<file path="src/rtl/motor_sequencer_pkg.sv">
// Shared state encodings and default tuning constants for the motor sequencer.
package motor_sequencer_pkg;

   localparam int STATE_W = 3;

   typedef enum logic [STATE_W-1:0] {
      ST_IDLE      = 3'd0,
      ST_RAMP_UP   = 3'd1,
      ST_RUN       = 3'd2,
      ST_RAMP_DOWN = 3'd3,
      ST_COAST     = 3'd4,
      ST_TRIP_WAIT = 3'd5,
      ST_LOCKOUT   = 3'd6
   } state_t;

   localparam int DEF_DUTY_W    = 8;
   localparam int DEF_RAMP_DIV  = 256;
   localparam int DEF_COAST_CYC = 1000;
   localparam int DEF_COOL_CYC  = 5000;
   localparam int DEF_MAX_TRIPS = 3;
   localparam int DEF_CLEAR_CYC = 50000;

   function automatic int max3(input int a, input int b, input int c);
      int m;
      m = a;
      if (b > m) m = b; else m = m;
      if (c > m) m = c; else m = m;
      return m;
   endfunction

endpackage

</file>
<file path="src/rtl/motor_sequencer_sync2.sv">
// Two-flop synchroniser for asynchronous switch and comparator inputs.
module motor_sequencer_sync2 (
   input  logic clk,
   input  logic rst_n,
   input  logic d,
   output logic q
);

   logic meta_r;
   logic sync_r;

   // Two-stage capture of the asynchronous input
   always_ff @(posedge clk or negedge rst_n) begin
      if (!rst_n) begin
         meta_r <= 1'b0;
         sync_r <= 1'b0;
      end else begin
         meta_r <= d;
         sync_r <= meta_r;
      end
   end

   assign q = sync_r;

endmodule

</file>
<file path="src/rtl/motor_sequencer.sv">
// Soft-start/stop, reversal dead-time and overcurrent trip/lockout sequencing
// between the user controls and the PWM / H-bridge drive path.
module motor_sequencer
   import motor_sequencer_pkg::*;
#(
   parameter int DUTY_W    = DEF_DUTY_W,
   parameter int RAMP_DIV  = DEF_RAMP_DIV,
   parameter int COAST_CYC = DEF_COAST_CYC,
   parameter int COOL_CYC  = DEF_COOL_CYC,
   parameter int MAX_TRIPS = DEF_MAX_TRIPS,
   parameter int CLEAR_CYC = DEF_CLEAR_CYC
) (
   input  logic                           clk,
   input  logic                           rst_n,
   input  logic                           run_en,
   input  logic                           dir_req,
   input  logic [DUTY_W-1:0]              duty_tgt,
   input  logic                           over1,
   input  logic                           under750,
   output logic [DUTY_W-1:0]              duty_out,
   output logic                           dir_out,
   output logic                           bridge_en,
   output logic                           fault,
   output logic [$clog2(MAX_TRIPS+1)-1:0] trip_cnt,
   output logic [STATE_W-1:0]             state
);

   localparam int TRIP_W    = $clog2(MAX_TRIPS + 1);
   localparam int SLEW_W    = (RAMP_DIV > 1) ? $clog2(RAMP_DIV) : 1;
   localparam int DWELL_MAX = max3(COAST_CYC, COOL_CYC, CLEAR_CYC);
   localparam int DWELL_W   = $clog2(DWELL_MAX + 1);

   localparam logic [SLEW_W-1:0]  SLEW_RELOAD = SLEW_W'(RAMP_DIV - 1);
   localparam logic [SLEW_W-1:0]  SLEW_ONE    = SLEW_W'(1);
   localparam logic [SLEW_W-1:0]  SLEW_ZERO   = SLEW_W'(0);
   localparam logic [DWELL_W-1:0] DWELL_ZERO  = DWELL_W'(0);
   localparam logic [DWELL_W-1:0] DWELL_ONE   = DWELL_W'(1);
   localparam logic [DWELL_W-1:0] DWELL_SAT   = DWELL_W'(DWELL_MAX);
   localparam logic [DWELL_W-1:0] COAST_LAST  = DWELL_W'(COAST_CYC - 1);
   localparam logic [DWELL_W-1:0] COOL_LAST   = DWELL_W'(COOL_CYC - 1);
   localparam logic [DWELL_W-1:0] CLEAR_LAST  = DWELL_W'(CLEAR_CYC - 1);
   localparam logic [TRIP_W-1:0]  TRIP_LIMIT  = TRIP_W'(MAX_TRIPS);
   localparam logic [TRIP_W-1:0]  TRIP_ONE    = TRIP_W'(1);
   localparam logic [TRIP_W-1:0]  TRIP_ZERO   = TRIP_W'(0);
   localparam logic [DUTY_W-1:0]  DUTY_ONE    = DUTY_W'(1);
   localparam logic [DUTY_W-1:0]  DUTY_ZERO   = DUTY_W'(0);

   function automatic logic [DUTY_W-1:0] slew_toward(input logic [DUTY_W-1:0] cur,
                                                     input logic [DUTY_W-1:0] goal);
      logic [DUTY_W-1:0] res;
      if (cur < goal) res = cur + DUTY_ONE;
      else if (cur > goal) res = cur - DUTY_ONE;
      else res = cur;
      return res;
   endfunction

   logic run_s, dir_s, over_s, under_s;
   logic step_s, active_s;
   logic [DUTY_W-1:0]  goal_s, duty_step_s;
   logic [TRIP_W-1:0]  trip_next_s;

   state_t             state_r;
   logic [DUTY_W-1:0]  duty_out_r;
   logic               dir_out_r, bridge_en_r, fault_r;
   logic [TRIP_W-1:0]  trip_cnt_r;
   logic [SLEW_W-1:0]  slew_cnt_r;
   logic [DWELL_W-1:0] dwell_r;

   motor_sequencer_sync2 u_sync_run   (.clk(clk), .rst_n(rst_n), .d(run_en),   .q(run_s));
   motor_sequencer_sync2 u_sync_dir   (.clk(clk), .rst_n(rst_n), .d(dir_req),  .q(dir_s));
   motor_sequencer_sync2 u_sync_over  (.clk(clk), .rst_n(rst_n), .d(over1),    .q(over_s));
   motor_sequencer_sync2 u_sync_under (.clk(clk), .rst_n(rst_n), .d(under750), .q(under_s));

   assign step_s      = (slew_cnt_r == SLEW_ZERO);
   assign trip_next_s = trip_cnt_r + TRIP_ONE;
   assign active_s    = (state_r == ST_RAMP_UP) || (state_r == ST_RUN) || (state_r == ST_RAMP_DOWN);

   // Slew goal and the duty value one step closer to it
   always_comb begin
      goal_s      = duty_tgt;
      duty_step_s = duty_out_r;
      if (state_r == ST_RAMP_DOWN) goal_s = DUTY_ZERO;
      else goal_s = duty_tgt;
      if (step_s) duty_step_s = slew_toward(duty_out_r, goal_s);
      else duty_step_s = duty_out_r;
   end

   // Sequencing FSM; every transition reloads the slew timer and clears the dwell counter
   always_ff @(posedge clk or negedge rst_n) begin
      if (!rst_n) begin
         state_r     <= ST_IDLE;
         duty_out_r  <= DUTY_ZERO;
         dir_out_r   <= 1'b0;
         bridge_en_r <= 1'b0;
         fault_r     <= 1'b0;
         trip_cnt_r  <= TRIP_ZERO;
         slew_cnt_r  <= SLEW_RELOAD;
         dwell_r     <= DWELL_ZERO;
      end else begin
         slew_cnt_r <= step_s ? SLEW_RELOAD : (slew_cnt_r - SLEW_ONE);
         if (dwell_r != DWELL_SAT) dwell_r <= dwell_r + DWELL_ONE;
         else dwell_r <= dwell_r;

         if (active_s && over_s) begin
            duty_out_r  <= DUTY_ZERO;
            bridge_en_r <= 1'b0;
            trip_cnt_r  <= trip_next_s;
            slew_cnt_r  <= SLEW_RELOAD;
            dwell_r     <= DWELL_ZERO;
            if (trip_next_s == TRIP_LIMIT) begin
               state_r <= ST_LOCKOUT;
               fault_r <= 1'b1;
            end else begin
               state_r <= ST_TRIP_WAIT;
            end
         end else begin
            case (state_r)
               ST_IDLE: begin
                  duty_out_r  <= DUTY_ZERO;
                  bridge_en_r <= 1'b0;
                  if (run_s) begin
                     dir_out_r   <= dir_s;
                     bridge_en_r <= 1'b1;
                     state_r     <= ST_RAMP_UP;
                     slew_cnt_r  <= SLEW_RELOAD;
                     dwell_r     <= DWELL_ZERO;
                  end
               end
               ST_RAMP_UP: begin
                  if (!run_s || (dir_s != dir_out_r)) begin
                     state_r    <= ST_RAMP_DOWN;
                     slew_cnt_r <= SLEW_RELOAD;
                     dwell_r    <= DWELL_ZERO;
                  end else if (duty_out_r == duty_tgt) begin
                     state_r    <= ST_RUN;
                     slew_cnt_r <= SLEW_RELOAD;
                     dwell_r    <= DWELL_ZERO;
                  end else begin
                     duty_out_r <= duty_step_s;
                  end
               end
               ST_RUN: begin
                  if (!run_s || (dir_s != dir_out_r)) begin
                     state_r    <= ST_RAMP_DOWN;
                     slew_cnt_r <= SLEW_RELOAD;
                     dwell_r    <= DWELL_ZERO;
                  end else begin
                     duty_out_r <= duty_step_s;
                     if (dwell_r >= CLEAR_LAST) trip_cnt_r <= TRIP_ZERO;
                  end
               end
               ST_RAMP_DOWN: begin
                  if (duty_out_r == DUTY_ZERO) begin
                     bridge_en_r <= 1'b0;
                     state_r     <= run_s ? ST_COAST : ST_IDLE;
                     slew_cnt_r  <= SLEW_RELOAD;
                     dwell_r     <= DWELL_ZERO;
                  end else if (run_s && (dir_s == dir_out_r)) begin
                     state_r    <= ST_RAMP_UP;
                     slew_cnt_r <= SLEW_RELOAD;
                     dwell_r    <= DWELL_ZERO;
                  end else begin
                     duty_out_r <= duty_step_s;
                  end
               end
               ST_COAST: begin
                  bridge_en_r <= 1'b0;
                  if (dwell_r == COAST_LAST) begin
                     slew_cnt_r <= SLEW_RELOAD;
                     dwell_r    <= DWELL_ZERO;
                     if (run_s) begin
                        dir_out_r   <= dir_s;
                        bridge_en_r <= 1'b1;
                        state_r     <= ST_RAMP_UP;
                     end else begin
                        state_r <= ST_IDLE;
                     end
                  end
               end
               ST_TRIP_WAIT: begin
                  duty_out_r  <= DUTY_ZERO;
                  bridge_en_r <= 1'b0;
                  if ((dwell_r >= COOL_LAST) && under_s) begin
                     slew_cnt_r <= SLEW_RELOAD;
                     dwell_r    <= DWELL_ZERO;
                     if (run_s) begin
                        dir_out_r   <= dir_s;
                        bridge_en_r <= 1'b1;
                        state_r     <= ST_RAMP_UP;
                     end else begin
                        state_r <= ST_IDLE;
                     end
                  end
               end
               ST_LOCKOUT: begin
                  duty_out_r  <= DUTY_ZERO;
                  bridge_en_r <= 1'b0;
                  fault_r     <= 1'b1;
                  if (!run_s) begin
                     state_r    <= ST_IDLE;
                     fault_r    <= 1'b0;
                     trip_cnt_r <= TRIP_ZERO;
                     slew_cnt_r <= SLEW_RELOAD;
                     dwell_r    <= DWELL_ZERO;
                  end
               end
               default: begin
                  state_r     <= ST_IDLE;
                  duty_out_r  <= DUTY_ZERO;
                  bridge_en_r <= 1'b0;
                  fault_r     <= 1'b0;
               end
            endcase
         end
      end
   end

   assign duty_out  = duty_out_r;
   assign dir_out   = dir_out_r;
   assign bridge_en = bridge_en_r;
   assign fault     = fault_r;
   assign trip_cnt  = trip_cnt_r;
   assign state     = state_r;

endmodule

</file>
<file path="config.mk">
export PLATFORM = sky130hd
export DESIGN_NAME = motor_sequencer
export DESIGN_NICKNAME = d
export VERILOG_FILES = /design/src/rtl/motor_sequencer_pkg.sv /design/src/rtl/motor_sequencer_sync2.sv /design/src/rtl/motor_sequencer.sv
export SDC_FILE = /design/constraint.sdc
export NUM_CORES = 1
export LEC_CHECK = 0
export CORE_ASPECT_RATIO = 1.25
export CORE_MARGIN = 5
export CORE_UTILIZATION = 45
export DETAILED_ROUTE_END_ITERATION = 8
export HOLD_SLACK_MARGIN = 0.12
export PLACE_DENSITY_LB_ADDON = 0.3
export SLEW_MARGIN = 10
export SYNTH_ARGS = -nofsm -noshare
export SYNTH_HDL_FRONTEND = slang
export SYNTH_HIERARCHICAL = 1
export SYNTH_SLANG_ARGS = --single-unit
export TNS_END_PERCENT = 20
</file>
<file path="constraint.sdc">
create_clock -name clk -period 10.3 [get_ports clk]
set_input_delay 1.545 -clock clk [delete_from_list [all_inputs] [get_ports clk]]
set_output_delay 1.545 -clock clk [all_outputs]
set_load 0.01 [all_outputs]
</file>
==> results.txt, run 1 <==
- CTS Buf Count: 5
- Post-layout worst setup margin: 5.495 ns
* IO buf count: 29
- Initial antenna violation count: 0
* Overflow left after global routing: 0
- Setup Slack @ Placement: 5.200 ns
* Setup violation total in the final timing report: 0
- The region available for standard cell placement spans 6934 um^2.
- Via Count: 2702
- Share of layout cells above drive strength 1: 0.08786
- Predominant post-synthesis flop cell: sky130_fd_sc_hd__dfrtp_1
* Endpoint class of the critical path: flop
- Data on the critical path arrives at its endpoint at 4.98 ns.
- The synthesized netlist contains 59 unique library cells.
- Syn Area/Cell: 8.929 um^2
- Number of global-route vias before repair: 2588
* Type of element launching the critical path: input port
* Static power due to leakage: 0.001558 uW
- Starting Density: 0.4623
* Final HPWL DP: 5121 um
- The library cell used most frequently in the layout, excluding fill and tap cells, is sky130_fd_sc_hd__dfrtp_1.
- The number of hold violations in the final report is 0.
- Power spread over the standard cell area amounts to 88.96 nW/um^2.
- Post-detailed-route wirelength per cell: 14.60 um
* Drt initial violations: 109
- After detailed routing, the number of remaining DRC violations is 0.
* Largest net degree at the start of global routing: 49
- Final GP Congestion: 0.9147
* Max Root-Sink Buffers: 2
* Pin slew with the least headroom to its limit: 1.052 ns
- Compared with the post-synthesis result, the final layout area differs by 14.09%.
* CP max FO: 7
* CTS H-tree depth: 2
- During synthesis, Yosys emitted a total of 6 warnings.
- Unrepaired setup endpoints after global routing: false
- Setup slack on the worst flop-to-flop path: 5.99 ns
- TritonCTS clock tree: done
- The synthesized netlist occupies a cell area of 3206 um^2.
- Most frequent cells in the layout: sky130_fd_sc_hd__dfrtp_1, sky130_fd_sc_hd__nor2_1, sky130_fd_sc_hd__nand2_1
- Counting both buffers and inverters, the worst setup path holds a total of 1.
* Number of buffers inserted by post-CTS setup repair: 0
* Final cell count without fillers: 477
* Number of top-level pins: 30
* Max-cap violations: 0
- Measured against its own limit, the worst slew margin works out to 0.2915.
* FP Rows: 34
* Cell chosen for the clock root: sky130_fd_sc_hd__clkbuf_8
- Number of max-slew violations in the final report: 0
- For this run, asynchronously set or reset flops after synthesis account for 1.000.
- Global-route wire length before repair: 12030 um
- The worst setup path is of the input port to flop kind.
* Floorplan die height: 104.4 um
- The later pin in the worst-skew pair is clocked with a latency of 0.30 ns.
- For this run, the register share of the synthesized area comes to 0.3778.
- Across every metal layer, demand over resource in global routing totals 0.1616.
* Via-to-Cell Ratio: 5.665
- After clock tree synthesis, the clock-pin slew on the worst setup and hold paths is 0.08 ns.
- Data on the critical path is required at its endpoint by 10.47 ns.
* Number of flops mapped to enable cells by yosys: 0
- Number of gates given a new drive strength after cts: 0
- Total placed cells including tap cells: 469
- The largest individual stage delay along the critical path comes from the cell sky130_fd_sc_hd__clkdlybuf4s50_1.
- Summed over all failing endpoints, the final setup total negative slack is 0 ns.
* Achievable clock frequency: 208.1 MHz
* Period utilization: 0.4665
- The synthesized design contains 48 register bits.
- The first detailed-routing pass ran for 4 iterations.
* Antenna Cells: 0
* Full die area: 8922 um^2
* Hold Buf Count CTS: 0
* Kind of cell with the highest combined delay on the critical path: compound AO/OA/AOI/OAI gates
- Clock sink count: 48
* Max incr delay on CP: 0.49 ns
- Post-layout min period: 4.805 ns
- The flow ran to the end, and the final reports show no timing, DRC or antenna violations.
- Max rail drop VDD: 0.00007319 V
- Final ANT Viol Nets: 0
- After detailed routing, the total wire length is 6964 um.
- Final net count: 420
- Ordered cell list for the critical path: clkdlybuf4s50_1, nand2_1, ha_1, nor2b_1, o211ai_1, a21oi_1, or2_2, ha_1, a21oi_1, o211ai_1, o41ai_1, nor3_1, o2111ai_1, or3b_2
* Syn_nets: 393
* DIE WIDTH: 85.49 um
- Synth Instances: 359
* Path category of the worst min-delay check: flop to flop
- FILL cells: 677
* Worst clock skew on the final layout: 0.009213 ns
worst register-to-register path: stages, from the launching register on:
cell and delay [ns]:
sky130_fd_sc_hd__dfrtp_1 0.70, sky130_fd_sc_hd__nand3b_1 0.46, sky130_fd_sc_hd__nand2_1 0.20, sky130_fd_sc_hd__ha_1 0.25, sky130_fd_sc_hd__nor2b_1 0.14, sky130_fd_sc_hd__o211ai_1 0.18, sky130_fd_sc_hd__a21oi_1 0.13, sky130_fd_sc_hd__or2_2 0.37
sky130_fd_sc_hd__ha_1 0.29, sky130_fd_sc_hd__a21oi_1 0.18, sky130_fd_sc_hd__o211ai_1 0.14, sky130_fd_sc_hd__o41ai_1 0.36, sky130_fd_sc_hd__nor3_1 0.11, sky130_fd_sc_hd__o2111ai_1 0.20, sky130_fd_sc_hd__or3b_2 0.46
report_power, final:
part	leakage [uW]	total (uW)	switching [uW]	internal, uW
clock network	0.0000388	110	62.8	47.2
logic	0.000930	23.7	12.6	11.0
registers	0.000589	192	1.61	190
layer usage:
| metal | share of wire | track usage | up-vias |
|---|---|---|---|
| met4 | 0.0095 | 0.04525 | 0 |
| li1 | - | - | 1339 |
| met3 | 0.041 | 0.02694 | 6 |
| met2 | 0.48 | 0.2639 | 54 |
| met5 | 0 | 0 | - |
| met1 | 0.47 | 0.2194 | 1303 |
cells by family after synthesis:
| logic type | after synthesis | synth area share |
|---|---|---|
| and+or+nand+nor | 146 | 0.2291 |
| AOI/OAI and AO/OA | 75 | 0.1604 |
| DFF | 48 | 0.3778 |
| buffers and inverters | 31 | 0.03747 |
| xor gates and xnor gates | 28 | 0.07650 |
| adders and majority gates | 20 | 0.08041 |
| muxes | 11 | 0.03825 |
synth_stat cells, types with 8 or more instances:
master,number,area (um^2)
sky130_fd_sc_hd__a21oi_1,21,105.1
sky130_fd_sc_hd__clkbuf_1,8,30.03
sky130_fd_sc_hd__dfrtp_1,40,1001
sky130_fd_sc_hd__dfstp_2,8,210.2
sky130_fd_sc_hd__ha_1,19,237.7
sky130_fd_sc_hd__inv_1,20,75.07
sky130_fd_sc_hd__nand2_1,34,127.6
sky130_fd_sc_hd__nand3_1,12,60.06
sky130_fd_sc_hd__nand4_1,9,56.30
sky130_fd_sc_hd__nor2_1,39,146.4
sky130_fd_sc_hd__nor3_1,11,55.05
sky130_fd_sc_hd__o21ai_0,14,70.07
sky130_fd_sc_hd__xnor2_1,18,157.7
sky130_fd_sc_hd__xor2_1,10,87.58
per-stage QoR:
stage,utilization,hold WS [ns],power (uW),instance area [um^2]
floorplan,-,0.3312,207.2,3206
global placement,0.5153,0.3329,218.4,3573
detailed placement,0.5153,0.3365,219.0,3573
CTS,0.5274,0.3571,330.7,3657
global route,0.5274,0.3760,342.5,3657
finish,0.5274,0.3542,325.3,3657
path summary, 6_finish.rpt:
check / start / to / cells past startpoint
setup reg to reg: state[0] / duty_out[7] / 14
setup / recovery: duty_tgt[1] / duty_out[7] / 14
max in group asynchronous: rst_n / u_sync_under/q / 2
hold / removal: u_sync_under/meta_r / u_sync_under/q / 0
hold reg to reg: u_sync_under/meta_r / u_sync_under/q / 0
min in group asynchronous: rst_n / duty_out[4] / 2
state kept, by name (all words and copies together), names as in the netlist, 2 cells and up:
register	cells
dwell_r	16
duty_out	8
slew_cnt_r	8
state	3
trip_cnt	2
cell type report:
class	instances	area, um^2	area share
well taps	90	112.6	0.03079
clock inverters	2	11.26	0.003079
clock buffers	6	72.57	0.01984
inverters	20	75.07	0.02053
repair buffers	31	300.3	0.08211
flip-flops and latches	48	1211	0.3312
multi-input cells	280	1874	0.5125
Power figures use the tool's default switching activity.
==> inputs of run 2 (changes only) <==
clock period = 4.7 ns   (was 10.3 ns; I/O delays follow)
==> run 2 against run 1 <==
  * Core utilization up 0.18 points
  * Sequential power up 120%
  * Largest cell class unchanged
  * Design area grew 0.34%
  * Critical path depth unchanged
  * Count of clock-buffer cells in the layout unchanged
  * Global-route usage rose by 0.53 points
  * Sequential share of layout area shrank 0.11 points
  * Power up 120%
  * Via count increased by 1.1%
  * Critical endpoint unchanged
  * Critical path type is now flop to flop
  * Worst setup slack worse by 5.0 ns
  * Clock power is 130% higher
==> results.txt, run 2 (same netlist as run 1, synthesis figures left out) <==
* Outcome: completed
- Ordered cell list for the critical path: nand3b_1, nand2_1, ha_1, nor2b_1, o211ai_1, a21oi_1, or2_2, ha_1, a21oi_1, o211ai_1, o41ai_1, nor3_1, o2111ai_1, or3b_2
- In the final routed layout, each cell accounts on average for 14.73 um.
- The count of nets left with antenna violations once routing finished came out at 0.
* Slowest library cell on the worst path: sky130_fd_sc_hd__dfrtp_1
- Max-cap violations: 0
- Post-layout min period: 4.212 ns
* Tot Pwr: 722.2 uW
- Across all register-to-register paths, the minimum setup slack is 0.49 ns.
- Number of detailed-route iterations in the first pass: 4
* Reg area: 1211 um^2
* Number of gates given a new drive strength after cts: 0
- VDD sags by at most 0.0001258 V.
* Via-to-Cell Ratio: 5.713
- Setup violation total in the final timing report: 0
- Setup repair after global routing left no endpoint under its margin.
- Floorplan die height: 104.4 um
* Max FFs per register: 16
* Number of buffers inserted by post-CTS setup repair: 0
- Final GP Congestion: 0.9076
* Clock sink count: 48
* Via Count: 2731
- The filler cells instantiated in the layout total 656.
- Across every metal layer, demand over resource in global routing totals 0.1669.
* Final HPWL DP: 5287 um
- Buffers inserted during clock tree synthesis total 5.
* Worst clock skew on the final layout: 0.01041 ns
- Static power due to leakage: 0.001565 uW
- The floorplan has 34 rows.
* Final net count: 421
- After clock tree synthesis, the clock-pin slew on the worst setup and hold paths is 0.09 ns.
- Hold Buf Count CTS: 0
- The floorplan step defined a die boundary enclosing 8922 um^2.
- Most frequent cells in the layout: sky130_fd_sc_hd__dfrtp_1, sky130_fd_sc_hd__nor2_1, sky130_fd_sc_hd__nand2_1
- Summed over all layers, the global routing overflow is 0.
- dwell_r holds more flip-flops than any other register.
- Detailed Route WL: 7041 um
- Share of layout cells above drive strength 1: 0.09278
- After floorplanning, the core was sized to cover 6934 um^2.
- Cell chosen for the clock root: sky130_fd_sc_hd__clkbuf_8
- The critical path ends at duty_out[7].
- Achievable clock frequency: 237.4 MHz
- Global-route wire length before repair: 12360 um
* Final core utilization: 0.5292
- Period utilization: 0.8962
* Final cell count without fillers: 478
* Antenna Cells: 0
* Worst r2r path cells: 14
* Starting Density: 0.4623
- In the final layout, the multi-input gates occupy 1874 um^2.
- Setup TNS after final layout: 0 ns
- Port buffering added 29 buffers.
- TritonCTS built the clock tree.
- CP max FO: 12
* Startpoint of the worst register-to-register path: state[1]
- STA classifies the critical path endpoint as a flop.
- Compared with the post-synthesis result, the final layout area differs by 14.48%.
- Max incr delay on CP: 0.59 ns
* Hold WS: 0.3567 ns
* Insertion delay to the later sink of the worst-skew pair: 0.30 ns
- Pin placement for this block handled 30 I/O pins.
- Worst hold path startpoint: u_sync_under/meta_r
* Worst Setup SP: state[1]
- Required @ worst endpoint: 4.88 ns
* Detailed-route DRC error count: 0
* Pin slew with the least headroom to its limit: 1.060 ns
- By startpoint and endpoint, the worst setup path is classified as flop to flop.
* End of the worst register-to-register path: duty_out[7]
- Max Root-Sink Buffers: 2
- Number of global-route vias before repair: 2699
- Leaving out fill and tap cells, the most frequent cell in the layout is sky130_fd_sc_hd__dfrtp_1.
- The path class of the tightest hold or removal check is flop to flop.
- Type of element launching the critical path: flop
- Number of max-slew violations in the final report: 0
* Largest net degree at the start of global routing: 49
- In this run the tightest slew margin relative to its limit is 0.2935.
- Drt initial violations: 140
- For this design the ratio of total power to cell area is 196.8 nW/um^2.
- Final hold violations: 0
- CTS H-tree depth: 2
- The number of antenna violations at the first check in global routing is 0.
- Data arrival time of the critical path: 4.39 ns
- After detailed placement, the design holds a cell count of 470.
- DIE WIDTH: 85.49 um
==> run 2: final cells by class <==
cell class	instances	area share
Clock buffer	6	0.01977
Tap cell	90	0.03069
Clock inverter	2	0.004432
Inverter	20	0.02046
Sequential cell	48	0.3300
Multi-Input combinational cell	280	0.5107
Timing Repair Buffer	32	0.08387
==> run 2: power by group <==
part | internal [uW] | switching (uW)
Combinational | 23.6 | 27.7
Clock | 106 | 145
Sequential | 416 | 3.51
Total | 546 | 176
==> run 2: critical path: cells and delay by family (launching register included) <==
family | cells | cell delay (ns)
compound gates | 6 | 1.26
fa+ha+maj | 2 | 0.56
flops | 1 | 0.59
simple gates | 6 | 1.68
==> run 2: stage by stage <==
step           setup slack, ns  area, um^2
4_1_cts                 0.5360        3670
3_3_place_gp            0.5414        3581
6_report                0.4878        3670
2_1_floorplan           0.8196        3206
5_1_grt                 0.2759        3670
3_5_place_dp            0.4005        3581
==> run 2: routing by layer <==
| layer | vias to the layer above | GRT usage | wire length [um] |
|---|---|---|---|
| met3 | 13 | 0.03090 | 328 |
| li1 | 1342 | - | - |
| met4 | 0 | 0.05995 | 120 |
| met1 | 1314 | 0.2165 | 3093 |
| met2 | 62 | 0.2750 | 3498 |
| met5 | - | 0 | 0 |
==> run 2: worst min path at each step <==
stage	end	cells past startpoint
floorplan	u_sync_dir/q	0
global placement	u_sync_over/q	0
detailed placement	u_sync_under/q	0
CTS	u_sync_under/q	0
global route	u_sync_run/q	0
finish	u_sync_under/q	0
==> inputs of run 3 (changes only) <==
CTS_CLUSTER_DIAMETER = 150   (was not set)
==> results of run 3 <==
Final layout, timing and power as in run 2 (identical DEF).
